`src/rtl/stage_seq_fsm.sv`:
```
// stage_seq_fsm: parametrised N-stage sequence checker.
// Walks IDLE -> stage 0 .. stage N-1 -> IDLE under the en/step qualifiers.
// Illegal input combinations are trapped in ERROR. There is also a
// completion pulse and a saturating count of ERROR entries.
// Every output is registered, so an output follows its sampled inputs by one
// cycle and no combinational path runs from an input to an output.
// Optional build macro: DWELL_TIMEOUT_EN. When it is defined, a per-stage
// dwell watchdog forces ERROR after MAX_DWELL idle cycles spent in one stage.
module stage_seq_fsm #(
    parameter int NUM_STAGES = 2,
    parameter int IDX_W      = 4,
    parameter int ERR_CNT_W  = 8,
    parameter int MAX_DWELL  = 16
) (
    input  logic                  clk,
    input  logic                  rst,
    input  logic                  en,
    input  logic                  step,
    output logic [NUM_STAGES-1:0] stage_oh,
    output logic [IDX_W-1:0]      stage_idx,
    output logic                  busy,
    output logic                  done,
    output logic                  err,
    output logic                  timeout,
    output logic [ERR_CNT_W-1:0]  err_cnt
);

    // Control modes. The stage number is held separately in idx_reg, so
    // adding stages does not grow the mode encoding. Encoding 2'b11 is
    // unused and falls back to IDLE.
    localparam logic [1:0] MODE_IDLE = 2'd0;
    localparam logic [1:0] MODE_RUN  = 2'd1;
    localparam logic [1:0] MODE_ERR  = 2'd2;

    localparam logic [IDX_W-1:0]     LAST_IDX = IDX_W'(NUM_STAGES - 1);
    localparam logic [ERR_CNT_W-1:0] CNT_MAX  = {ERR_CNT_W{1'b1}};

    logic [1:0]            mode_reg;
    logic [1:0]            mode_next;
    logic [IDX_W-1:0]      idx_reg;
    logic [IDX_W-1:0]      idx_next;
    logic                  done_next;
    logic                  timeout_next;

    logic [NUM_STAGES-1:0] stage_oh_reg;
    logic [NUM_STAGES-1:0] stage_oh_next;
    logic [IDX_W-1:0]      stage_idx_reg;
    logic [IDX_W-1:0]      stage_idx_next;
    logic                  busy_reg;
    logic                  busy_next;
    logic                  done_reg;
    logic                  err_reg;
    logic                  err_next;
    logic [ERR_CNT_W-1:0]  err_cnt_reg;
    logic [ERR_CNT_W-1:0]  err_cnt_next;

`ifdef DWELL_TIMEOUT_EN
    localparam int DWELL_W = $clog2(MAX_DWELL + 1);
    localparam logic [DWELL_W-1:0] DWELL_LIMIT = DWELL_W'(MAX_DWELL);

    logic [DWELL_W-1:0]    dwell_reg;
    logic [DWELL_W-1:0]    dwell_next;
    logic                  timeout_reg;
`else
    // The watchdog limit has no effect in this build.
    logic                  unused_max_dwell;
    assign unused_max_dwell = (MAX_DWELL > 0);
`endif

    // State register: holds the mode, the stage index and the dwell counter.
    always_ff @(posedge clk) begin
        if (rst) begin
            mode_reg  <= MODE_IDLE;
            idx_reg   <= '0;
`ifdef DWELL_TIMEOUT_EN
            dwell_reg <= '0;
`endif
        end else begin
            mode_reg  <= mode_next;
            idx_reg   <= idx_next;
`ifdef DWELL_TIMEOUT_EN
            dwell_reg <= dwell_next;
`endif
        end
    end

    // Next-state logic. The branch order below sets the priority between
    // the transitions.
    always_comb begin
        mode_next    = mode_reg;
        idx_next     = idx_reg;
        done_next    = 1'b0;
        timeout_next = 1'b0;
`ifdef DWELL_TIMEOUT_EN
        // The dwell counter clears unless we are holding in a stage.
        dwell_next   = '0;
`endif
        case (mode_reg)
            MODE_IDLE: begin
                idx_next = '0;
                if (en) begin
                    if (step) begin
                        mode_next = MODE_RUN;
                        idx_next  = '0;
                    end else begin
                        mode_next = MODE_ERR;
                    end
                end
            end
            MODE_RUN: begin
                if (idx_reg > LAST_IDX) begin
                    // A corrupted stage index returns to IDLE.
                    mode_next = MODE_IDLE;
                    idx_next  = '0;
                end else if (step) begin
                    if (en) begin
                        if (idx_reg == LAST_IDX) begin
                            mode_next = MODE_IDLE;
                            idx_next  = '0;
                            done_next = 1'b1;
                        end else begin
                            idx_next = idx_reg + IDX_W'(1);
                        end
                    end else begin
                        mode_next = MODE_ERR;
                        idx_next  = '0;
                    end
                end else begin
`ifdef DWELL_TIMEOUT_EN
                    // Holding in the stage. A step on the limit cycle is
                    // handled in the branch above, so it wins over the
                    // timeout.
                    if (dwell_reg >= DWELL_LIMIT) begin
                        mode_next    = MODE_ERR;
                        idx_next     = '0;
                        timeout_next = 1'b1;
                    end else begin
                        dwell_next = dwell_reg + DWELL_W'(1);
                    end
`endif
                end
            end
            MODE_ERR: begin
                idx_next = '0;
                if (!en) begin
                    mode_next = MODE_IDLE;
                end
            end
            default: begin
                mode_next = MODE_IDLE;
                idx_next  = '0;
            end
        endcase
    end

    // Output decode for the upcoming state. It is registered below so that
    // every output appears one cycle after its inputs were sampled.
    always_comb begin
        busy_next      = (mode_next == MODE_RUN);
        err_next       = (mode_next == MODE_ERR);
        stage_idx_next = (mode_next == MODE_RUN) ? idx_next : '0;
        err_cnt_next   = err_cnt_reg;
        // Count entries into ERROR only. Staying in ERROR does not count.
        if ((mode_next == MODE_ERR) && (mode_reg != MODE_ERR) && (err_cnt_reg != CNT_MAX)) begin
            err_cnt_next = err_cnt_reg + ERR_CNT_W'(1);
        end
    end

    // One-hot stage decode, one comparator per stage.
    for (genvar gi = 0; gi < NUM_STAGES; gi++) begin : g_oh
        assign stage_oh_next[gi] = (mode_next == MODE_RUN) && (idx_next == IDX_W'(gi));
    end

    // Output registers.
    always_ff @(posedge clk) begin
        if (rst) begin
            stage_oh_reg  <= '0;
            stage_idx_reg <= '0;
            busy_reg      <= 1'b0;
            done_reg      <= 1'b0;
            err_reg       <= 1'b0;
            err_cnt_reg   <= '0;
        end else begin
            stage_oh_reg  <= stage_oh_next;
            stage_idx_reg <= stage_idx_next;
            busy_reg      <= busy_next;
            done_reg      <= done_next;
            err_reg       <= err_next;
            err_cnt_reg   <= err_cnt_next;
        end
    end

`ifdef DWELL_TIMEOUT_EN
    // Timeout pulse register.
    always_ff @(posedge clk) begin
        if (rst) begin
            timeout_reg <= 1'b0;
        end else begin
            timeout_reg <= timeout_next;
        end
    end

    assign timeout = timeout_reg;
`else
    logic unused_timeout_next;
    assign unused_timeout_next = timeout_next;
    assign timeout = 1'b0;
`endif

    assign stage_oh  = stage_oh_reg;
    assign stage_idx = stage_idx_reg;
    assign busy      = busy_reg;
    assign done      = done_reg;
    assign err       = err_reg;
    assign err_cnt   = err_cnt_reg;

endmodule

```
`config.mk`:
```
export PLATFORM = sky130hd
export DESIGN_NAME = stage_seq_fsm
export DESIGN_NICKNAME = d
export VERILOG_FILES = /design/src/rtl/stage_seq_fsm.sv
export SDC_FILE = /design/constraint.sdc
export NUM_CORES = 1
export LEC_CHECK = 0
export CAP_MARGIN = 20
export CORE_MARGIN = 5
export CORE_UTILIZATION = 51
export DETAILED_ROUTE_END_ITERATION = 16
export PLACE_DENSITY_LB_ADDON = 0.05
export SLEW_MARGIN = 20
export SYNTH_ARGS = -nofsm -noshare
export SYNTH_HDL_FRONTEND = slang
export SYNTH_SLANG_ARGS = --single-unit
```
`constraint.sdc`:
```
create_clock -name clk -period 2.69 [get_ports clk]
set_clock_uncertainty 0.15 [all_clocks]
set_input_delay 0.269 -clock clk [delete_from_list [all_inputs] [get_ports clk]]
set_output_delay 0.269 -clock clk [all_outputs]
set_load 0.01 [all_outputs]
```
Word-level counts from Yosys, hierarchy flattened
Index checks and enable logic that the tools add are counted.

word-level totals
  bits in latches = 0
  output and inout bits = 18
  bits of input ports = 4
  RAM bits = 0
  memory bits (read-only) = 0
  logic and storage cells = 45
  register bits after elaboration = 23
  memories = 0

operators by class
  $add $sub $neg = 2
  $lt $le $gt $ge = 1
  multiplexer cells = 14
  reductions and logical operators = 8
  equality and inequality tests = 8
  $mul = 0
  bitwise operators = 4
  shift operators = 0
  div/mod/pow operators = 0

operators with widths
  kind                                                count
  2-to-1 mux 4 bit                                    5
  2-to-1 mux 2 bit                                    7
  adder 8 x 1 -> 8 bit, second input constant         1
  == test 4 x 1 -> 1 bit, second input constant       2
  inequality test 8 bit, second input constant        1
  case mux 2 bit (3 select lines)                     1
  OR reduction 5 bit                                  1
  adder 4 x 1 -> 4 bit, second input constant         1
  == test 2 x 1 -> 1 bit, second input constant       2
  == test 2 bit, second input constant                2
  > comparator 4 x 1 -> 1 bit, second input constant  1
  logical AND 1 bit                                   4
  logical NOT 4 bit                                   1
  NOT 1 bit                                           4
  logical NOT 2 bit                                   1
  inequality test 2 bit, second input constant        1
  OR reduction 2 bit                                  1
  2-to-1 mux 1 bit                                    1

Longest topological paths before layout
Gate-level depths: netlist (run 1).

  depth in word-level cells = 9
  depth in mapped cells = 6
  depth with buffers taken out = 5

Least setup slack after synthesis (run 1)
OpenSTA, ideal clock, no wires.

  path kind = flip-flop to flip-flop
  from = register idx_reg[1]
  to = register err_cnt_reg[6], in the netlist err_cnt[6]
  stages on the path, launching flop included = 6
  data arrival time = 1481 ps
  library setup time = 71 ps
  setup slack = 988 ps
  buffers on the path = 1
  required time = 2469 ps
  cells stage by stage = dfxtp_1 > nor4b_4 > a22oi_2 > buf_6 > or4_1 > a21oi_1

on the way
  word-level cells in the longest chain between the ends = 9
  elaborated cells between the ends (all ways) = 10
  classes of those cells = 1 x order compare; 2 x eq/ne; 5 x mux; 2 x reduce/logical

ends and longest elaborated chain
  item                                 line  source
  start, declared                      40    logic [IDX_W-1:0] idx_reg;
  start signal, assigned               80    idx_reg <= idx_next;
  == test 4 x 1 -> 1 bit               117   if (idx_reg == LAST_IDX) begin
  2-to-1 mux 2 bit                     117
  2-to-1 mux 2 bit                     116   if (en) begin
  2-to-1 mux 2 bit                     115   end else if (step) begin
  2-to-1 mux 2 bit (*)                 111   if (idx_reg > LAST_IDX) begin
  case mux 2 bit (3 select lines) (*)  98    case (mode_reg)
  == test 2 bit (*)                    164   if ((mode_next == MODE_ERR) && (mode_reg != MODE_ERR) && (err_cnt_reg != CNT_MAX)) begin
  logical AND 1 bit (*) (2 in series)  164
  end signal, assigned                 189   err_cnt_reg <= err_cnt_next;
  end, declared                        54    logic [ERR_CNT_W-1:0] err_cnt_reg;

Mark *: on every way between the ends. The rest lies on a longest branch, timed or not.
A chain may end at the register's enable or synchronous reset.

Worst setup path in the final report (run 1)
  from = register mode_reg[1]
  to = register err_cnt_reg[5], in the netlist err_cnt[5]

on the way
  word-level cells in the longest chain between the ends = 8
  elaborated cells between the ends (all ways) = 14
  classes of those cells = 4 x eq/ne; 7 x mux; 3 x reduce/logical

ends and longest elaborated chain
  item                                 line  source
  start, declared                      38    logic [1:0] mode_reg;
  start signal, assigned               79    mode_reg <= mode_next;
  2-to-1 mux 2 bit                     117
  2-to-1 mux 2 bit                     116
  2-to-1 mux 2 bit                     115
  2-to-1 mux 2 bit                     111
  case mux 2 bit (3 select lines)      98
  == test 2 bit                        164
  logical AND 1 bit (*) (2 in series)  164

Marks and branches as above.

==> results of run 1 <==
where the power goes:
part	total, uW	internal, uW	switching, uW
combinational	52.3	26.7	25.6
clock	153	55.5	97.7
sequential	360	351	9.01
cell usage after synthesis:
library cell and n:
ha_1 1, buf_2 1, o31ai_1 3, nor3b_1 2, o21ai_0 1, nor4_1 3
nor3b_2 1, o21bai_1 1, mux2i_1 1, o41a_1 1, nand2_1 3, and4b_1 1
or4_1 3, conb_1 1, nand3_1 2, nor2_1 8, buf_4 1, clkbuf_1 2
a22oi_2 1, nor3_2 1, nor2b_1 5, o31a_1 1, a21oi_1 3, nand2b_1 3
and4_1 1, nor3_1 2, nor4b_4 1, nand4_1 1, o22a_1 1, dfxtp_1 23
buf_6 1, and3_1 1, or4b_1 1, mux2_2 5
worst max-delay path: stages (launching register included):
cell and delay, ns:
dfxtp_1 0.57, nand2b_1 0.20, a22oi_2 0.15, or4_1 0.54, a21oi_1 0.16
per-stage QoR:
step	instances	utilization	hold slack (ns)
2_1_floorplan	93	-	0.265
3_3_place_gp	133	0.662	0.334
3_5_place_dp	133	0.662	0.341
4_1_cts	137	0.678	0.362
5_1_grt	137	0.678	0.407
6_report	137	0.678	0.364
how the worst max path moves through the flow:
stage                                       from                       to  slack, ns  cells past startpoint
after floorplan            idx_reg[1]$_SDFF_PP0_  err_cnt[6]$_SDFFE_PP0P_       0.99                      5
after global placement                      step  err_cnt[0]$_SDFFE_PP0P_       0.61                      5
after detailed placement                    step  err_cnt[5]$_SDFFE_PP0P_       0.56                      5
after CTS                 mode_reg[1]$_SDFF_PP0_  err_cnt[5]$_SDFFE_PP0P_       0.86                      4
after global routing      mode_reg[1]$_SDFF_PP0_  err_cnt[7]$_SDFFE_PP0P_       0.74                      4
final                     mode_reg[1]$_SDFF_PP0_  err_cnt[5]$_SDFFE_PP0P_       0.84                      4
layer usage:
layer | vias to the layer above | wire, um
li1 | 362 | -
met1 | 309 | 816
met2 | 26 | 716
met3 | 4 | 94
met4 | 0 | 18
met5 | - | 0
cells by family after synthesis:
kind of cell               count (synthesis)  share of synthesized area
AOI/OAI and AO/OA                         12                     0.0992
adders and majority gates                  1                     0.0136
buffers and inverters                      5                     0.0340
DFF                                       23                      0.500
muxes                                      6                     0.0720
other                                      1                    0.00407
and+or+nand+nor                           39                      0.277
layout make-up:
cell class | instances | area [um2]
clock inverter | 1 | 5.00
timing repair buffer | 20 | 200
multi-input combinational | 65 | 452
fill | 148 | 556
sequential | 23 | 460
tap | 25 | 31.3
clock buffer | 3 | 22.5
==> impl_metrics.yaml, run 1 <==
cts:
  clk_path_buf_depth: 2
  cts_buffers: 3
  root_buffer: "clkbuf_4"
  cts_resized: 0
  hold_buffers: 0
  clock_latency_ns: 0.31
  cts.sinks: 23
  htree_num_levels: 1
  cts.clk_slew.worst_paths_ns: 0.12
  post_cts_buffers: 0
  cts_tree: "yes"
layout:
  area_delta_synth_final_pct: 27.2
  largest_register_ffs: 8
  layout-drive-gt1-share: 0.116
  nets: 118
  final_common_cell: "dfxtp_1"
  finalInstanceArea_mm2: 0.00117
  diodes: 0
  layout_common_cells: "dfxtp_1 (23), clkdlybuf4s50_1 (20), nor2_1 (8)"
floorplan:
  dieArea_mm2: 0.00276
  fp-row-count: 15
  die-width_um: 52.5
  pin_count: 22
  dieHeight_um: 52.5
  start_util: 0.533
  core-area_mm2: 0.00173
global_route:
  grt_max_degree: 22
  grt_pass1_wl_um: 2860
  use_met3: 0.0370
  first_global_vias: 672
  use_met2: 0.221
  grt.overflow.total: 0
  top_usage_layer: "met2"
  track_usage: 0.142
  gr-usage-met1: 0.178
  antenna_found_initial: 0
power:
  power_uw: 566
  ir_drop_mv: 0.316
  power.density_mw_per_mm2: 483
  leakage_uw: 0.000424
detailed_routing:
  first_iter_violations: 16
  routed_wl_um: 1650
  wl_per_cell_um: 12.0
  first_pass_iters: 4
  vias: 701
  route.detailed.drc: 0
  vias_per_cell: 5.12
  antenna_left: 0
timing:
  finalMaxSlewViolations: 0
  setup_slack_ns: 0.845
  fmax_ghz: 0.542
  rsz0062_at_grt: "no"
  hold_viol_final: 0
  setup_viol: 0
  post-route-period-util: 0.686
  finalWorstPathRequiredPeriod_ns: 1.85
  worst_pin_slew_ns: 0.722
  relSlewSlack: 0.517
  finalSetupTns_ns: 0
synth:
  synth_area_per_cell_um2: 10.6
  netlist_area_um2: 921
  yosysWarnings: 0
  ys_seq_area_frac: 0.500
  syn_inst: 87
  ys_seq_elements: 23
  synth_area_leader_cell: "dfxtp_1"
  synth.distinct_cells: 34
  synth_top_area_share: 0.500
  synth_area_leaders: "dfxtp_1 (50%), mux2_2 (6.1%), nor2b_1 (3.4%)"
min_path:
  hp-class: "reg -> reg"
  min-delay-start: "err_cnt[6]$_SDFFE_PP0P_"
  hold_path_depth: 2
  min_to: "err_cnt[6]$_SDFFE_PP0P_"
setup_path:
  cp-end-kind: "register"
  crit_fanout: 12
  r2r_slack_ns: 0.84
  cp.arrival_ns: 1.93
  cp.required_ns: 2.77
  worstReg2RegStart: "mode_reg[1]$_SDFF_PP0_"
  r2r-end: "err_cnt[5]$_SDFFE_PP0P_"
  startpoint_type: "register"
  rr_worst_depth: 4
  worst-setup-path-type: "reg -> reg"
run:
  maxCapViolations: 0
placed_design:
  hpwlAfterDp_um: 1160
  dp_slack_ns: 0.565
  placed_area_mm2: 0.00114
  numPortBuffers: 20
  globalplace.congestion: 0.674
run_status:
  status: "finished clean"
(Power assumes the default switching activity.)
==> inputs of run 2 (changes only) <==
CORE_UTILIZATION = 42   (was 51)
clock period = 1.5 ns   (was 2.69 ns; I/O delays follow)
==> impl_metrics.yaml, run 2 (synthesized netlist as in run 1, its figures left out) <==
setup_path:
  cp_num_buf_inv: 0
  crit_fanout: 7
  cp.required_ns: 1.59
  path_delay_family: "simple AND/OR/NAND/NOR gates"
  cp_slowest_cell: "or4_4"
  startpoint_type: "register"
  path_cells: "nor4b_4 > a22oi_2 > or4_4 > a21oi_2"
  worst-setup-path-type: "reg -> reg"
  cp.arrival_ns: 1.81
  max_stage_delay_ns: 0.52
  cp-end-kind: "register"
layout:
  final_common_cell: "buf_4"
  layout-drive-gt1-share: 0.404
  area_delta_synth_final_pct: 60.9
  largest_register_ffs: 8
  layout_common_cells: "buf_4 (22), dfxtp_1 (16), clkdlybuf4s50_1 (11)"
  diodes: 0
  fillerInstances: 169
  nets: 142
cts:
  cts.clk_slew.worst_paths_ns: 0.12
  cts_tree: "yes"
  hold_buffers: 0
  htree_num_levels: 1
  cts_buffers: 3
  cts.sinks: 23
  clk_path_buf_depth: 2
  clock_latency_ns: 0.30
  root_buffer: "clkbuf_4"
floorplan:
  dieArea_mm2: 0.00323
  start_util: 0.429
  pin_count: 22
  core-area_mm2: 0.00215
  fp-row-count: 17
  dieHeight_um: 56.8
  die-width_um: 56.8
detailed_routing:
  vias_per_cell: 5.06
  first_iter_violations: 22
  top_layer_used: "met4"
  wl_met2_um: 1110
  wl_per_cell_um: 13.6
  dr_wl_met3_um: 121
  m1WireLength_um: 980
  route.detailed.drc: 0
  antenna_left: 0
  routed_wl_um: 2240
  first_pass_iters: 4
  vias: 830
run_status:
  status: "complete, but fails checks"
  violations: "negative setup slack"
global_route:
  first_global_vias: 802
  antenna_found_initial: 0
  track_usage: 0.135
  grt_pass1_wl_um: 3440
  grt.overflow.total: 0
  grt_max_degree: 22
placed_design:
  numPortBuffers: 20
  globalplace.congestion: 0.751
  hpwlAfterDp_um: 1380
  dp_slack_ns: -0.447
power:
  ir_drop_mv: 0.756
  leakage_uw: 0.000628
  power.density_mw_per_mm2: 721
  power_uw: 1070
min_path:
  hp-class: "in -> reg"
timing:
  setup_viol: 16
  finalMaxSlewViolations: 0
  post-route-period-util: 1.15
  fmax_ghz: 0.581
  rsz0062_at_grt: "yes"
  finalWorstPathRequiredPeriod_ns: 1.72
  hold_viol_final: 0
  setup_slack_ns: -0.220
run:
  maxCapViolations: 0
## run 2: changes by cell type in the layout (fill, tap and decap cells not counted), moves of 2 or more
| cell | before | now |
|---|---|---|
| buf_12 | 0 | 2 |
| buf_4 | 0 | 22 |
| clkdlybuf4s50_1 | 20 | 11 |
| dfxtp_1 | 23 | 16 |
| dfxtp_2 | 0 | 7 |
| dlygate4sd2_1 | 0 | 6 |
| dlymetal6s2s_1 | 0 | 3 |
| mux2_2 | 5 | 1 |
| mux2_4 | 0 | 4 |
| nor2_1 | 8 | 6 |
| nor4_1 | 3 | 1 |
| nor4_2 | 0 | 2 |
## run 2: what timing repair did
item                                    in CTS  in global routing
setup buffers                                4                  1
endpoints found under the setup margin      24                 19
gates resized for setup                     18                  7
pin swaps                                    2                  3
## run 2: final timing paths
path / from / to / slack, ns / depth (start not counted)
worst max-delay path: idx_reg[2]$_SDFF_PP0_ / err_cnt[7]$_SDFFE_PP0P_ / -0.22 / 4
worst min-delay path: en / done$_SDFF_PP0_ / 0.36 / 2
worst max register to register: idx_reg[2]$_SDFF_PP0_ / err_cnt[7]$_SDFFE_PP0P_ / -0.22 / 4
worst min register to register: mode_reg[1]$_SDFF_PP0_ / stage_idx[0]$_SDFF_PP0_ / 0.48 / 2
## run 2: metal layers
metal,global-route usage,vias up
met4,0.0265,0
met3,0.0437,4
met5,0,-
met1,0.160,392
li1,-,409
met2,0.238,25
## run 2: cell type report
type                            instances  area, um2  area share
Clock buffer                            4       26.3      0.0177
Multi-Input combinational cell         65        546       0.368
Sequential cell                        23        469       0.317
Tap cell                               28       35.0      0.0236
Timing Repair Buffer                   44        405       0.274
## run 2: report_power, final
group | switching [uW] | internal [uW]
clock network | 169 | 104
logic | 67.7 | 82.7
registers | 13.6 | 631
total | 251 | 818
## run 2: stage by stage
step / util / instance area [um2] / hold WS, ns / TNS, ns / std cells
floorplan: - / 980 / 0.146 / -0.554 / 93
global placement: 0.623 / 1340 / 0.439 / -3.68 / 155
detailed placement: 0.623 / 1340 / 0.445 / -4.23 / 155
CTS: 0.675 / 1450 / 0.358 / -2.31 / 163
global route: 0.690 / 1480 / 0.364 / -3.30 / 164
finish: 0.690 / 1480 / 0.363 / -2.26 / 164
==> inputs of run 3 (changes only) <==
MAX_ROUTING_LAYER = met4   (was default)
==> impl_metrics.yaml, run 3 (synthesized netlist as in run 1, its figures left out) <==
floorplan:
  dieArea_mm2: 0.00323
  core-area_mm2: 0.00215
  die-width_um: 56.8
  start_util: 0.429
  fp-row-count: 17
  dieHeight_um: 56.8
  pin_count: 22
detailed_routing:
  vias_per_cell: 5.03
  wl_per_cell_um: 13.6
  first_iter_violations: 19
  antenna_left: 0
  first_pass_iters: 4
  route.detailed.drc: 0
  vias: 825
  routed_wl_um: 2230
layout:
  finalInstanceArea_mm2: 0.00148
  layout-drive-gt1-share: 0.404
  area_delta_synth_final_pct: 60.9
  final_common_cell: "buf_4"
  fin_cells: 164
  largest_register_ffs: 8
  multi_input_area_um2: 546
  fillerInstances: 169
  layout_common_cells: "buf_4 (22), dfxtp_1 (16), clkdlybuf4s50_1 (11)"
  diodes: 0
  seqCellArea_um2: 469
  nets: 142
setup_path:
  cp.arrival_ns: 1.81
  path_delay_family: "simple AND/OR/NAND/NOR gates"
  cp_num_buf_inv: 0
  startpoint_type: "register"
  worst-setup-path-type: "reg -> reg"
  path_cells: "nor4b_4 > a22oi_2 > or4_4 > a21oi_2"
  crit_fanout: 7
  cp.required_ns: 1.59
  cp-end-kind: "register"
  cp_slowest_cell: "or4_4"
  max_stage_delay_ns: 0.52
placed_design:
  dp_slack_ns: -0.447
  hpwlAfterDp_um: 1380
  place_inst: 155
  numPortBuffers: 20
  globalplace.congestion: 0.760
  placed_area_mm2: 0.00134
timing:
  fmax_ghz: 0.581
  rsz0062_at_grt: "yes"
  setup_slack_ns: -0.220
  finalWorstPathRequiredPeriod_ns: 1.72
  setup_viol: 16
  finalMaxSlewViolations: 0
  hold_viol_final: 0
  post-route-period-util: 1.15
  finalSetupTns_ns: -2.25
min_path:
  hp-class: "in -> reg"
run:
  maxCapViolations: 0
power:
  leakage_uw: 0.000628
  ir_drop_mv: 0.755
  power.density_mw_per_mm2: 720
  power_uw: 1070
cts:
  cts_buffers: 3
  cts.sinks: 23
  root_buffer: "clkbuf_4"
  cts_tree: "yes"
  clk_path_buf_depth: 2
  htree_num_levels: 1
  clock_latency_ns: 0.30
  cts.clk_slew.worst_paths_ns: 0.12
run_status:
  violations: "negative setup slack"
  status: "complete, but fails checks"
global_route:
  first_global_vias: 798
  antenna_found_initial: 0
  grt_max_degree: 22
  grt_pass1_wl_um: 3450
  track_usage: 0.139
  grt.overflow.total: 0
-- run 3: cell counts in the layout (fill, tap and decap cells not counted) --
No cell type changed its count.
-- run 3: layout make-up --
cell class              count  area share
well taps                  28      0.0236
multi-input cells          65       0.368
flip-flops and latches     23       0.317
repair buffers             44       0.274
clock buffers               4      0.0177
-- run 3: timing repair --
action | 4_1_cts | 5_1_grt
setup buffers | 4 | 1
setup endpoints to repair | 24 | 19
hold endpoints to repair | 0 | 0
hold buffers | 0 | 0
pin swaps | 2 | 3
resized for setup | 18 | 7
-- run 3: per-stage QoR --
step | hold slack, ns | util
after floorplan | 0.146 | -
after global placement | 0.439 | 0.623
after detailed placement | 0.445 | 0.623
after CTS | 0.358 | 0.675
after global routing | 0.364 | 0.690
final | 0.364 | 0.690
-- run 3: final timing paths --
| kind | startpoint | to | slack, ns | cells after the start |
|---|---|---|---|---|
| hold reg to reg | mode_reg[1]$_SDFF_PP0_ | stage_idx[0]$_SDFF_PP0_ | 0.48 | 2 |
| setup reg to reg | idx_reg[2]$_SDFF_PP0_ | err_cnt[7]$_SDFFE_PP0P_ | -0.22 | 4 |
| hold / removal | en | done$_SDFF_PP0_ | 0.36 | 2 |
| setup / recovery | idx_reg[2]$_SDFF_PP0_ | err_cnt[7]$_SDFFE_PP0P_ | -0.22 | 4 |
-- run 3: where the power goes --
| part | internal [uW] | leakage (uW) | switching, uW |
|---|---|---|---|
| logic | 82.8 | 0.000422 | 67.5 |
| registers | 631 | 0.000191 | 13.6 |
| clock network | 104 | 0.0000150 | 169 |
-- run 3: per-layer routing --
metal	global-route usage	vias up	part of all wire
met5	-	-	0
met4	0.0265	0	0.0063
met3	0.0437	2	0.053
met2	0.238	24	0.50
met1	0.162	390	0.44
li1	-	409	-
